### src/rtl/tdm_pkg.sv
// Shared constants and types for the TDM receive path: channel count,
// slot index type and the lock FSM state encoding.
package tdm_pkg;

    localparam int NUM_CH = 4;
    localparam int SLOT_W = 2;

    typedef logic [SLOT_W-1:0] slot_t;

    localparam slot_t SLOT_ZERO = slot_t'(0);
    localparam slot_t SLOT_ONE  = slot_t'(1);
    localparam slot_t SLOT_LAST = slot_t'(NUM_CH - 1);

    typedef enum logic {
        ST_HUNT   = 1'b0,
        ST_LOCKED = 1'b1
    } state_e;

endpackage

### src/rtl/tdm_slot_ctr.sv
// Wrapping slot position counter: clear has priority over load-to-1,
// which has priority over increment. tc_o flags the last slot of a frame.
module tdm_slot_ctr
    import tdm_pkg::*;
(
    input  logic  clk,
    input  logic  rst,
    input  logic  clr_i,
    input  logic  load1_i,
    input  logic  inc_i,
    output slot_t slot_o,
    output logic  tc_o
);

    slot_t slot_q;
    slot_t slot_d;

    always_comb begin
        slot_d = slot_q;
        if (clr_i) begin
            slot_d = SLOT_ZERO;
        end else if (load1_i) begin
            slot_d = SLOT_ONE;
        end else if (inc_i) begin
            slot_d = slot_q + SLOT_ONE;
        end
    end

    always_ff @(posedge clk) begin
        if (rst) begin
            slot_q <= SLOT_ZERO;
        end else begin
            slot_q <= slot_d;
        end
    end

    assign slot_o = slot_q;
    assign tc_o   = (slot_q == SLOT_LAST);

endmodule

### src/rtl/tdm_demux4.sv
// TDM 1:4 demultiplexer: locks onto sof-marked frames, fans slot words out to
// registered channel outputs and reports frame completion and framing errors.
module tdm_demux4
    import tdm_pkg::*;
#(
    parameter int WIDTH  = 8,
    parameter int FCNT_W = 8
) (
    input  logic                    clk,
    input  logic                    rst,
    input  logic [WIDTH-1:0]        din,
    input  logic                    din_valid,
    input  logic                    sof,
    output logic [NUM_CH*WIDTH-1:0] y,
    output logic [NUM_CH-1:0]       ch_valid,
    output logic                    frame_done,
    output logic                    sync_err,
    output logic                    locked,
    output logic [FCNT_W-1:0]       frame_cnt
);

    localparam logic [FCNT_W-1:0] FCNT_ONE = FCNT_W'(1);

    state_e                    state_q;
    state_e                    state_d;
    logic [NUM_CH*WIDTH-1:0]   y_q;
    logic [NUM_CH-1:0]         ch_valid_q;
    logic                      frame_done_q;
    logic                      sync_err_q;
    logic [FCNT_W-1:0]         frame_cnt_q;

    logic                      cap_en;
    slot_t                     cap_ch;
    logic                      frame_done_d;
    logic                      sync_err_d;
    logic                      slot_clr;
    logic                      slot_load1;
    logic                      slot_inc;
    slot_t                     slot;
    logic                      slot_tc;

    tdm_slot_ctr u_slot_ctr (
        .clk     (clk),
        .rst     (rst),
        .clr_i   (slot_clr),
        .load1_i (slot_load1),
        .inc_i   (slot_inc),
        .slot_o  (slot),
        .tc_o    (slot_tc)
    );

    // Invalid cycles (sof included) fall through with every control at default.
    always_comb begin
        state_d      = state_q;
        cap_en       = 1'b0;
        cap_ch       = SLOT_ZERO;
        frame_done_d = 1'b0;
        sync_err_d   = 1'b0;
        slot_clr     = 1'b0;
        slot_load1   = 1'b0;
        slot_inc     = 1'b0;
        if (din_valid) begin
            unique case (state_q)
                ST_HUNT: begin
                    if (sof) begin
                        cap_en     = 1'b1;
                        slot_load1 = 1'b1;
                        state_d    = ST_LOCKED;
                    end
                end
                ST_LOCKED: begin
                    if (sof) begin
                        cap_en     = 1'b1;
                        slot_load1 = 1'b1;
                        sync_err_d = (slot != SLOT_ZERO);
                    end else if (slot == SLOT_ZERO) begin
                        sync_err_d = 1'b1;
                        slot_clr   = 1'b1;
                        state_d    = ST_HUNT;
                    end else begin
                        cap_en       = 1'b1;
                        cap_ch       = slot;
                        slot_inc     = 1'b1;
                        frame_done_d = slot_tc;
                    end
                end
                default: begin
                    slot_clr = 1'b1;
                    state_d  = ST_HUNT;
                end
            endcase
        end
    end

    always_ff @(posedge clk) begin
        if (rst) begin
            state_q      <= ST_HUNT;
            y_q          <= '0;
            ch_valid_q   <= '0;
            frame_done_q <= 1'b0;
            sync_err_q   <= 1'b0;
            frame_cnt_q  <= '0;
        end else begin
            state_q      <= state_d;
            ch_valid_q   <= '0;
            frame_done_q <= frame_done_d;
            sync_err_q   <= sync_err_d;
            if (cap_en) begin
                y_q[int'(cap_ch)*WIDTH +: WIDTH] <= din;
                ch_valid_q[cap_ch]               <= 1'b1;
            end
            if (frame_done_d) begin
                frame_cnt_q <= frame_cnt_q + FCNT_ONE;
            end
        end
    end

    assign y          = y_q;
    assign ch_valid   = ch_valid_q;
    assign frame_done = frame_done_q;
    assign sync_err   = sync_err_q;
    assign locked     = (state_q == ST_LOCKED);
    assign frame_cnt  = frame_cnt_q;

endmodule

### config.mk
export PLATFORM = sky130hd
export DESIGN_NAME = tdm_demux4
export DESIGN_NICKNAME = d
export VERILOG_FILES = /design/src/rtl/tdm_pkg.sv /design/src/rtl/tdm_slot_ctr.sv /design/src/rtl/tdm_demux4.sv
export SDC_FILE = /design/constraint.sdc
export NUM_CORES = 1
export LEC_CHECK = 0
export BUFFER_PORTS_ARGS = -buffer_cell sky130_fd_sc_hd__buf_2
export CAP_MARGIN = 40
export CORE_AREA = 2 2 70 72
export CTS_CLUSTER_DIAMETER = 150
export DETAILED_ROUTE_END_ITERATION = 12
export DIE_AREA = 0 0 72 74
export PLACE_DENSITY = 0.79
export SYNTH_ARGS = -nofsm -noshare
export SYNTH_HDL_FRONTEND = slang
export SYNTH_HIERARCHICAL = 1
export SYNTH_SLANG_ARGS = --single-unit
### constraint.sdc
create_clock -name clk -period 2.35 [get_ports clk]
set_input_delay 0.1175 -clock clk [delete_from_list [all_inputs] [get_ports clk]]
set_output_delay 0.1175 -clock clk [all_outputs]
set_load 0.01 [all_outputs]
==> results.txt, run 1 <==
In this run, post-CTS hold repair placed 0 buffers. At the worst endpoint, the arrival time is 2330 ps. In this run the worst path has a maximum fanout of 8.

Die boundary width: 72 um. The finished cells cover 2700 sq um. The synthesized cell area is 2291 sq um. The final critical path takes up 89.47% of the cycle. The setup skew after layout came out at 7.932 ps. The critical path in this run is classified as flop to flop.

Counting flops with an async set or reset pin after synthesis yields a share of 0%. The worst hold path belongs to the class input pin to flop. The floorplan step defined a die boundary enclosing 5328 sq um. The multi-input combinational cells in the finished layout cover a total of 1207 sq um.

The number of max-slew violations in the final report is 0. The tightest slew margin relative to the limit is 62.85%, and the hold violation total from the final report is 0. The placed instances occupy a cell area of 2584 sq um. TritonCTS built the clock tree. The count of fill cells added during filler insertion was 435.

The tools report the startpoint type of the worst setup path as a flop. During synthesis, Yosys emitted a total of 6 warnings. The starting density of the core is 49.82%, and the buffering stage count on the worst path with inverters included is 0. STA puts the critical path data required time at 2580 ps. The number of endpoints failing setup at the final stage was 0.

The tool flagged a number of max-cap violations equal to 0. The first detailed-routing pass took 5 iterations. The number of nets at the end of the flow is 330.

Cell type with the largest total area after synthesis: sky130_fd_sc_hd__dfxtp_1. Final sum of negative setup slack: 0 ps. Yosys attributes the largest share of cell area to sky130_fd_sc_hd__dfxtp_1 43%, sky130_fd_sc_hd__nand2_2 8.7%, sky130_fd_sc_hd__nand3_1 7.6%. In this run, synthesis produced a sequential element count of 49. The synthesis-to-layout area growth was 17.86%; the aggregate global-route resource usage was 19.48%. In this run, post-CTS repair resized a total of 0 instances.

For this run the aggregate overflow at the end of global routing stands at 0. The floorplan has 25 rows. The number of antenna violations at the first check in global routing came out at 0. The flow ran to the end, and the final reports show no timing, DRC or antenna violations. Registers take 980.9 sq um.

During I/O placement, the number of pins put on the boundary was 59. The critical path endpoint category was a flop. For this run, design rule violations remaining after detail routing come to 0.

From bottom edge to top edge, the die measures 74 um. The clock net in this run drives a total of 49 sinks. Counting every instance in the synthesized netlist gives 250. Once placement completed, the tool counted placed cells totaling 353. Global-route wire length before repair: 8.280 mm. Critical path's slowest cell: sky130_fd_sc_hd__dfxtp_1.

The routed layout has 1935 vias. In the synthesized netlist, the cells that appear most often are 49 x sky130_fd_sc_hd__dfxtp_1, 35 x sky130_fd_sc_hd__nand3_1, 34 x sky130_fd_sc_hd__a21oi_1. For the post-CTS setup repair buffer count, the log shows 0. For the clock network latency to the later pin of the worst-skew pair, the log shows 290 ps. The detail route stage leaves a number of antenna-violating nets equal to 0. The first-iteration detailed-routing DRC count was 117. Counting buffers and inverters, the worst setup path is 8 cells deep. The count of cells in the finished layout, fillers not included, comes to 361. The post-route netlist has 36.81% of its cells at a drive strength greater than 1. The run gives 0.001126 uW as the leakage power. For the antenna diode count, the log shows 0. Clock-pin slew was measured on the worst setup and hold paths at 90 ps.

For the total nets after synthesis, the log shows 274. The clock passes through at most 2 buffers. The mean instance size in the synthesized netlist is 9.164 sq um.

Prior to clock tree synthesis, the placed netlist has a worst setup slack of 267.5 ps. Top cell family by delay on the critical path: simple AND/OR/NAND/NOR gates. After detailed routing, the number of vias per cell comes to 5.360. The worst stage delay on the critical path was 430 ps; the proportion of netlist area held by the largest area contributor was 42.82%. The H-tree was split into 2 levels.

Setup repair after global routing left no endpoint under its margin. TritonCTS created 5 clock buffers. Worst setup path startpoint: locked. The tools report the worst voltage drop across the vdd grid as 0.3147 mV. Counting flops with a built-in enable in the synthesized netlist gives 0. The power density of the placed cells is 584.2 nW/um^2, and the number of global-route vias before repair is 1821.

In the post-route analysis, the smallest setup slack over all paths is 247.6 ps. The clock period minus worst slack came out at 2102 ps. The root buffer cell chosen for the clock tree is sky130_fd_sc_hd__clkbuf_8. The tools report the largest net degree at the start of global routing as 28. The most common cell in the synthesized netlist is sky130_fd_sc_hd__dfxtp_1. The worst hold path begins at din[4]. Start of the worst register-to-register path: locked. Buffers placed on the I/O ports in this run total 58. The depth of the worst register-to-register path works out to 8.

The core region is 4598 sq um. The share of the Yosys chip area taken by registers is 42.82%. Derived from the worst setup path, the maximum achievable clock frequency is 475.6 MHz. The tightest hold margin is 112.4 ps, and the average detailed-routed wire length per instance is 13.65 um. The dominant register cell in the synthesized netlist was sky130_fd_sc_hd__dfxtp_1.

The hold path depth was 3; the total half-perimeter wirelength after legalization and detailed placement was 3.606 mm. The final estimated routing congestion in global placement is 0.8210. At the pin with the least slew margin, the transition time is 557.3 ps. Traced cell by cell, the critical path runs through nand2_1 -> nor2_1 -> nand2_1 -> ha_1 -> nand2b_1 -> nor2_1 -> nand3_1 -> a21oi_1. The final layout contains routed wiring with a total length of 4.927 mm.

After synthesis, the netlist uses 35 different library cells.
-- per-stage QoR --
step           util (%)  power [uW]
4_1_cts           58.72        1596
3_3_place_gp      56.19       982.4
6_report          58.72        1577
2_1_floorplan         -       943.4
5_1_grt           58.72        1635
3_5_place_dp      56.19       984.7
-- tightest hold or removal path, stage by stage --
cell	delay (ps)
sky130_fd_sc_hd__buf_2	130
sky130_fd_sc_hd__nand3_1	60
sky130_fd_sc_hd__a21oi_1	60
-- logic make-up after synthesis --
| kind of cell | count (synthesis) | share of synthesized area, % |
|---|---|---|
| fa+ha+maj | 12 | 6.554 |
| buf+inv | 17 | 4.478 |
| mux | 1 | 0.4369 |
| compound gates | 38 | 8.574 |
| flops | 49 | 42.82 |
| xor+xnor | 7 | 2.676 |
| simple gates | 126 | 34.46 |
-- cell type report --
cell class,count,share of cell area (%)
inverter,6,0.8341
clock buffer,7,3.197
timing repair buffer,60,11.31
tap,54,2.502
multi-input combinational,184,44.72
clock inverter,1,1.112
sequential,49,36.33
-- power breakdown --
part	total [uW]	internal [uW]	switching, uW
logic	114	37.5	76.4
registers	851	841	9.69
clock network	612	347	265
-- layer usage --
layer  part of all wire (%)  track usage (%)
met2                     47            32.20
met1                     47            25.91
met5                      0                0
met3                    5.6            4.201
met4                   0.93            5.660
-- path summary, 6_finish.rpt --
check               end  slack (ps)
setup / recovery  y[13]         250
hold / removal    y[12]         110
setup reg to reg  y[13]         250
hold reg to reg    y[3]         450
-- layout by cell type, fill, tap and decap left out, drive strengths merged --
master and instances:
buf 60, dfxtp 49, nand2 40, nand3 35, a21oi 34, nor2 17
ha 12, nor3 10, clkbuf 7, xnor2 6, inv 6, nor3b 6
or3 4, nor4 3, and3 2, and2 2, nand2b 2, nand4 2
nand4b 2, o21ai 2, nand3b 1, a31o 1, bufinv 1, xor2 1
o21a 1, mux2i 1
-- state kept, by name, summed over array words and instances (netlist names) --
register	count
u_slot_ctr/slot_o	2
sync_err	1
frame_done	1
ch_valid	4
frame_cnt	8
locked	1
y	32
Note: power is estimated with default switching activity, not from simulation.
==> inputs of run 2 (changes only) <==
Settings changed: ABC_AREA set to 1, HOLD_SLACK_MARGIN set to 0.03, TNS_END_PERCENT set to 20.
==> results.txt, run 2 <==
The tools report the number of max-slew violations in the final report as 0 (unchanged). Among all stages on the critical path, the largest delay is contributed by sky130_fd_sc_hd__ha_1. The tightest slew margin relative to the limit was 55.90% (-6.9 points); the global-route wire length before repair was 8.597 mm (+3.8%).

The tools report the number of warnings issued by yosys as 6 (unchanged). Number of buffers added by the clock tree synthesis step: 5 (unchanged). The tightest hold margin was 75.82 ps (-36.57 ps); the number of global-route vias before repair was 1919 (+5.4%).

The tools report the number of endpoints failing setup at the final stage as 0 (unchanged). By count the netlist is led by 62 x sky130_fd_sc_hd__nand2_1, 61 x sky130_fd_sc_hd__nor2_1, 49 x sky130_fd_sc_hd__dfxtp_1. The flip-flop count of the largest register, all copies and words added was 32 (unchanged). The largest net degree at the start of global routing came out at 26 (-7.1%).

The antenna diode count is 0 (unchanged), and the post-route cell area is 2740 sq um (+1.5%). The slew at the pin with the worst max-slew slack works out to 660.8 ps (+103.5 ps). The fraction of layout instances using a drive strength above 1 is 22.19% (-15 points). In this run the most critical hold path is launched from din[4]. The share of flip-flops with an asynchronous set or reset after synthesis was 0% (unchanged). The worst stage delay on the critical path was 520 ps (+90 ps). For the met3 wire length, the log shows 255 um (-7.3%). The number of levels in the clock H-tree is 2 (unchanged), and the synthesized cell area is 2287 sq um (-0.16%). The run gives 2600 ps (+20 ps) as the required time of the critical path. The first-pass detailed-route iteration total was 4 (-1); the number of buffers on the longest clock path was 2 (unchanged).

Maximum clock frequency: 480.6 MHz (+1.0%). The run gives 0 (unchanged) as the total grt overflow. The count of port buffers added during placement is 58 (unchanged). Peak fanout along the critical path: 10 (+2).

Simple-gate area share of the yosys netlist: 30.47% (-4.0 points). The clock network latency to the later pin of the worst-skew pair came out at 310 ps (+20 ps). The row count is 25 (unchanged), and the share of the cycle needed by the critical path after routing is 88.54% (-0.93 points).

The tools report the hold violation total from the final report as 0 (unchanged). The total wire length after detailed routing is 5.115 mm (+3.8%), and the leakage power is 0.001302 uW (+16%). By area, the combinational part of the netlist is dominated by simple AND/OR/NAND/NOR gates.

The die boundary width came out at 72 um (unchanged). The run gives 2600 sq um (+0.63%) as the placement-stage cell area. The tools report the final sum of negative setup slack as 0 ps (unchanged). The worst setup path is launched from a flop.

TritonCTS built the clock tree. The number of flops mapped to enable cells by yosys was 0 (unchanged); the via-per-instance ratio was 4.991 (-6.9%). For the power consumption, the log shows 1705 uW (+8.1%).

The highest layer touched by signal routing is met4. For the number of instances in the synthesized netlist, the log shows 315 (+26%). The clock period minus worst slack came out at 2081 ps (-21.82 ps).

For the count of fill cells added during filler insertion, the log shows 411 (-5.5%). The setup skew after layout is 5.194 ps (-2.738 ps), and the number of nets at the end of the flow is 397 (+20%). The logs give 24 (-31%) for the distinct cell type count of the synthesized netlist and 2330 ps (about the same) for the data arrival time at the worst-slack endpoint. Start of the worst register-to-register path: locked. The clock-pin slew on the worst setup and hold paths was 100 ps (about the same); the share of synthesized area spent on multiplexers was 0% (-0.44 points). The final estimated routing congestion in global placement was 0.8766 (+6.8%); the synthesis-to-layout area growth was 19.80%.

The first-iteration detailed-routing DRC count is 162 (+38%). Yosys instantiated no cell more often than sky130_fd_sc_hd__nand2_1. The starting density of the core is 49.74% (-0.082 points). The mean instance size in the synthesized netlist was 7.261 sq um (-21%). For the worst voltage drop across the vdd grid, the log shows 0.4760 mV (+51%). Summed over all instances, the cell type with the most area after synthesis is sky130_fd_sc_hd__dfxtp_1.

The average detailed-routed wire length per instance is 11.95 um (-12%). The top cell types in the final layout, fill and taps aside, are 62 x sky130_fd_sc_hd__nand2_1, 60 x sky130_fd_sc_hd__nor2_1, 58 x sky130_fd_sc_hd__buf_2, 49 x sky130_fd_sc_hd__dfxtp_1, 32 x sky130_fd_sc_hd__inv_1. The number of flip-flops and latches in the synthesized netlist works out to 49 (unchanged). Number of DRC violations after detailed routing: 0 (unchanged). The vertical die dimension was 74 um (unchanged); the fraction of the yosys area taken by sequential cells was 42.89% (+0.070 points). The routed length on met1 is 2.375 mm (+3.0%). The library cell used most frequently in the layout, excluding fill and tap cells, is sky130_fd_sc_hd__nand2_1.

The xor and xnor fraction of the mapped netlist area works out to 0.7659% (-1.9 points). The post-CTS setup repair buffer count is 0 (unchanged), and the compound-gate portion of the synthesized area is 11.21% (+2.6 points). Total half-perimeter wirelength after legalization and detailed placement: 3.679 mm (+2.0%).

The logs give 2136 (+10%) for the total number of vias and 4598 sq um (unchanged) for the placeable core area. The tools report the final antenna-violating net count as 0 (unchanged). The power density of the placed cells was 622.2 nW/um^2 (+6.5%); the clock sink total was 49 (unchanged).

The tools report the top-level I/O count as 59 (unchanged). Tracing the worst setup path back leads to its startpoint at locked. The tools report the clock root buffer master as sky130_fd_sc_hd__clkbuf_8. The met2 routed wirelength was 2.389 mm (+3.9%); the aggregate global-route resource usage was 20.38% (+0.90 points). The path class of the tightest hold or removal check is input pin to flop. The critical path endpoint category is a flop. Number of antenna violations at the first check in global routing: 0 (unchanged). Ranked by total cell area, the synthesized netlist is headed by sky130_fd_sc_hd__dfxtp_1 43%, sky130_fd_sc_hd__nand2_1 10%, sky130_fd_sc_hd__nor2_1 10%. Dominant register cell in the synthesized netlist: sky130_fd_sc_hd__dfxtp_1.

The proportion of netlist area held by the largest area contributor was 42.89% (+0.070 points). Traced cell by cell, the critical path runs through nand2_2 -> nor2_4 -> nand2_1 -> ha_1 -> inv_1 -> nor2_1 -> nand3_1 -> a21oi_1. The area of the die was 5328 sq um (unchanged).

The flow ran to the end, and the final reports show no timing, DRC or antenna violations. Adder-cell share of the synthesized area: 6.565% (+0.011 points). The total nets after synthesis was 339 (+24%). The max-capacitance violation count was 0 (unchanged). Setup repair after global routing left no endpoint under its margin. The quantity of hold-fixing buffers added after cts was 0 (unchanged).

The start-to-end type of the worst setup path is flop to flop.
==> run 2: cell types whose count changed after synthesis, moves of 3 or more <==
cell / before / now
sky130_fd_sc_hd__nor3b_1: 5 / 0
sky130_fd_sc_hd__nor3_1: 5 / 0
sky130_fd_sc_hd__a21oi_1: 34 / 31
sky130_fd_sc_hd__nand2_1: 8 / 62
sky130_fd_sc_hd__xnor2_1: 6 / 0
sky130_fd_sc_hd__or3_1: 4 / 0
sky130_fd_sc_hd__inv_1: 5 / 32
sky130_fd_sc_hd__nand2_2: 32 / 5
sky130_fd_sc_hd__nand3_1: 35 / 23
sky130_fd_sc_hd__nor4_2: 3 / 0
sky130_fd_sc_hd__nor3_4: 4 / 0
sky130_fd_sc_hd__nor2_1: 16 / 61
sky130_fd_sc_hd__buf_6: 5 / 0
sky130_fd_sc_hd__o21ai_0: 1 / 17
==> run 2: power breakdown <==
group          leakage [uW]  switching, uW  internal [uW]
clock network     0.0000687            297            428
registers          0.000397           10.6            846
logic              0.000836           80.6           42.3
total               0.00130            388           1320
==> run 2: worst paths after layout <==
kind | slack, ps | depth (start not counted) | endpoint
setup reg to reg | 270 | 8 | y[11]
hold / removal | 80 | 3 | y[4]
setup / recovery | 270 | 8 | y[11]
hold reg to reg | 460 | 2 | frame_cnt[4]
==> run 2: critical path: cells and delay by family, from the launching register on <==
| family | cells | cell delay (ps) |
|---|---|---|
| AOI/OAI and AO/OA | 1 | 120 |
| adders and majority gates | 1 | 520 |
| buffers and inverters | 1 | 190 |
| DFF | 1 | 410 |
| and+or+nand+nor | 5 | 790 |
==> run 2: cell type report <==
cell class | instances | area [sq um] | area share, %
clock buffers | 5 | 68.82 | 2.511
clock inverters | 3 | 68.82 | 2.511
inverters | 36 | 140.1 | 5.114
multi-input cells | 223 | 1124 | 41.00
flip-flops and latches | 49 | 980.9 | 35.80
well taps | 54 | 67.56 | 2.466
repair buffers | 58 | 290.3 | 10.59
==> run 2: cells by family after synthesis <==
group	count (synthesis)
adders and majority gates	12
DFF	49
buffers and inverters	43
xor gates and xnor gates	2
AOI/OAI and AO/OA	50
and+or+nand+nor	159
==> run 2: per-layer routing <==
metal  vias up  global-route usage, %
li1       1108                      -
met1       967                  27.34
met2        52                  32.30
met3         9                  4.336
met4         0                  8.386
met5         -                      0
==> run 2: what timing repair did <==
| item | 4_1_cts | 5_1_grt |
|---|---|---|
| endpoints found under the hold margin | 0 | 0 |
| gates resized for setup | 0 | 1 |
| setup endpoints to repair | 0 | 1 |
==> run 2: per-stage QoR <==
| stage | utilization [%] | instances | setup slack [ps] |
|---|---|---|---|
| 2_1_floorplan | - | 315 | 365.4 |
| 3_3_place_gp | 56.54 | 420 | 391.9 |
| 3_5_place_dp | 56.54 | 420 | 317.1 |
| 4_1_cts | 59.54 | 428 | 279.7 |
| 5_1_grt | 59.59 | 428 | 28.12 |
| 6_report | 59.59 | 428 | 269.4 |
==> inputs of run 3 (changes only) <==
Settings changed: CORE_AREA 2 2 70 72 to 2 2 67 75, DIE_AREA 0 0 72 74 to 0 0 69 77, GPL_TIMING_DRIVEN set to 0.
==> results.txt, run 3 (synthesized netlist as in run 2, its figures left out) <==
The run gives 0 ps (unchanged) as the final sum of negative setup slack. End of the worst register-to-register path: y[23]. The post-CTS setup repair buffer count was 0 (unchanged); the aggregate global-route resource usage was 20.02% (-0.36 points). The run gives 34.81% (+2.5 points) as the met2 usage in global routing. The number of nets at the end of the flow was 404 (+1.8%); the data arrival time at the worst-slack endpoint was 2360 ps (+30 ps). The tightest slew margin relative to the limit is 65.39% (+9.5 points), and the power density of the placed cells is 554.3 nW/um^2 (-11%).

The depth of the worst register-to-register path came out at 10 (+2). The setup skew after layout came out at 6.812 ps (+1.618 ps). The cell that appears most often on the critical path is sky130_fd_sc_hd__buf_2. The placement-stage cell area was 2648 sq um (+1.8%); the instance count after placement with tap cells included was 429 (+2.1%).

The total number of vias is 2120 (-0.75%). The run gives 0.001308 uW (+0.50%) as the leakage power. The register-to-register path setup slack was 220 ps (-50 ps).

The critical path goes through nand2_2 -> nor2_4 -> nand2_4 -> buf_2 -> ha_1 -> buf_2 -> inv_1 -> nor2_1 -> nand3_1 -> a21oi_1. The worst voltage drop across the vdd grid is 0.4099 mV (-14%). The first-iteration detailed-routing DRC count was 83 (-49%); the required time of the critical path was 2580 ps (-20 ps). The fraction of layout instances using a drive strength above 1 was 23.10% (+0.90 points). The number of antenna violations at the first check in global routing is 0 (unchanged), and the flip-flop count of the largest register, all copies and words added is 32 (unchanged). The first-pass detailed-route iteration total was 4 (unchanged); the total grt overflow was 0 (unchanged).

Worst min-delay path class: input pin to flop. The logs give 49 (unchanged) for the clock sink total and 0 (unchanged) for the number of max-slew violations in the final report. The run gives 2003 (+4.4%) as the number of global-route vias before repair. The run gives 50.22% (+0.48 points) as the starting density of the core.

The total half-perimeter wirelength after legalization and detailed placement is 3.944 mm (+7.2%). The number of buffers on the longest clock path is 2 (unchanged), and the clock network latency to the later pin of the worst-skew pair is 300 ps (about the same). The tools report the number of levels in the clock H-tree as 2 (unchanged). met2 is the most crowded layer. The count of port buffers added during placement came out at 58 (unchanged). The logs give 0 (unchanged) for the max-capacitance violation count and 4554 sq um (-0.95%) for the placeable core area. The critical path's slowest cell was sky130_fd_sc_hd__dfxtp_2.

The clock-pin slew on the worst setup and hold paths came out at 90 ps (about the same). The number of DRC violations after detailed routing was 0 (unchanged); the share of the cycle needed by the critical path after routing was 90.74% (+2.2 points). Among cell families on the critical path, the largest total delay comes from simple AND/OR/NAND/NOR gates. For the hold violation total from the final report, the log shows 0 (unchanged). The tools report the number of endpoints failing setup at the final stage as 0 (unchanged). The critical path endpoint category was a flop. The peak fanout along the critical path came out at 13 (+3). The run gives 15 (-42%) as the largest net degree at the start of global routing.

STA classifies the critical path startpoint as a flop. The buffering stage count on the worst path with inverters included is 3 (+2), and the post-layout instance count excluding filler cells is 437 (+2.1%). The via-per-instance ratio came out at 4.851 (-2.8%). The vertical die dimension works out to 77 um (+4.1%).

For the global-route met1 utilization, the log shows 23.91% (-3.4 points). Setup repair after global routing left no endpoint under its margin. The worst stage delay on the critical path is 370 ps (-150 ps). The hold path depth came out at 3 (unchanged). The critical path is of the flop to flop type.

For the maximum clock frequency, the log shows 468.9 MHz (-2.4%). The final antenna-violating net count was 0 (unchanged); the global-route wire length before repair was 8.797 mm (+2.3%). The most critical setup path has its endpoint at y[23].

In this run the critical register-to-register path is launched from locked. The tools report the antenna diode count as 0 (unchanged). The most critical setup path has its startpoint at locked.

The average detailed-routed wire length per instance is 11.76 um (-1.6%), and the top-level I/O count is 59 (unchanged). The total wire length after detailed routing came out at 5.140 mm (+0.49%). In the layout the commonest cells are 62 x sky130_fd_sc_hd__nand2_1, 60 x sky130_fd_sc_hd__buf_2, 59 x sky130_fd_sc_hd__nor2_1, 48 x sky130_fd_sc_hd__dfxtp_1, 32 x sky130_fd_sc_hd__inv_1. The slew at the pin with the worst max-slew slack is 519.2 ps (-141.6 ps). Number of cells upsized or downsized after cts: 0 (unchanged). The flow ran to the end, and the final reports show no timing, DRC or antenna violations. The instance count on the critical path is 10 (+2). The quantity of hold-fixing buffers added after cts is 0 (unchanged), and the post-route cell area is 2755 sq um (+0.55%). The row count came out at 26 (+4.0%). TritonCTS built the clock tree.

The final estimated routing congestion in global placement came out at 0.8547 (-2.5%). The tree is rooted in a sky130_fd_sc_hd__clkbuf_8. The number of buffers added by the clock tree synthesis step is 5 (unchanged). The tools report the final cell utilization of the core as 60.49% (+0.90 points). The synthesis-to-layout area growth works out to 20.46%. The library cell used most frequently in the layout, excluding fill and tap cells, is sky130_fd_sc_hd__nand2_1. Power consumption: 1527 uW (-10%). Die boundary width: 69 um (-4.2%).

The clock period minus worst slack was 2132 ps (+51.83 ps). The area taken by flip-flops and latches was 982.2 sq um (+0.13%). The multi-input combinational cell area was 1126 sq um (+0.22%); the met3 capacity usage during global routing was 4.993% (+0.66 points).

The count of fill cells added during filler insertion is 441 (+7.3%), and the area of the die is 5313 sq um (-0.28%).
[run 3: worst min path at each step]
stage | endpoint | slack (ps) | start
after floorplan | y[0] | 260 | din[0]
after global placement | y[0] | 390 | din[0]
after detailed placement | y[5] | 390 | din[5]
after CTS | y[5] | 70 | din[5]
after global routing | y[5] | 90 | din[5]
final | y[5] | 70 | din[5]
[run 3: area by class of cell]
type,instances,share of cell area (%)
repair buffers,58,10.54
well taps,56,2.543
clock inverters,1,0.1817
inverters,36,5.086
flip-flops and latches,49,35.65
multi-input cells,223,40.87
plain buffers,7,1.635
clock buffers,7,3.497
[run 3: power by group]
group / internal [uW] / leakage (uW) / switching [uW] / total, uW
Sequential: 846 / 0.000397 / 10.5 / 857
Combinational: 44.5 / 0.000857 / 82.7 / 127
Clock: 266 / 0.0000542 / 277 / 543
[run 3: stage by stage]
stage	hold slack (ps)	setup WS, ps
after floorplan	261.1	365.4
after global placement	390.3	170.9
after detailed placement	387.2	119.3
after CTS	68.50	92.05
after global routing	92.25	8.419
final	69.67	217.6
[run 3: tightest hold or removal path: stages]
cell and delay, ps:
sky130_fd_sc_hd__buf_2 90, sky130_fd_sc_hd__a21oi_1 60, sky130_fd_sc_hd__nor2_1 70
[run 3: metal layers]
layer  share of wire (%)  up-vias  routed length [um]
met5                   0        -                   0
met3                 5.9        8                 305
met4                 1.8        0                  93
met1                  43      940                2212
li1                    -     1117                   -
met2                  49       55                2528
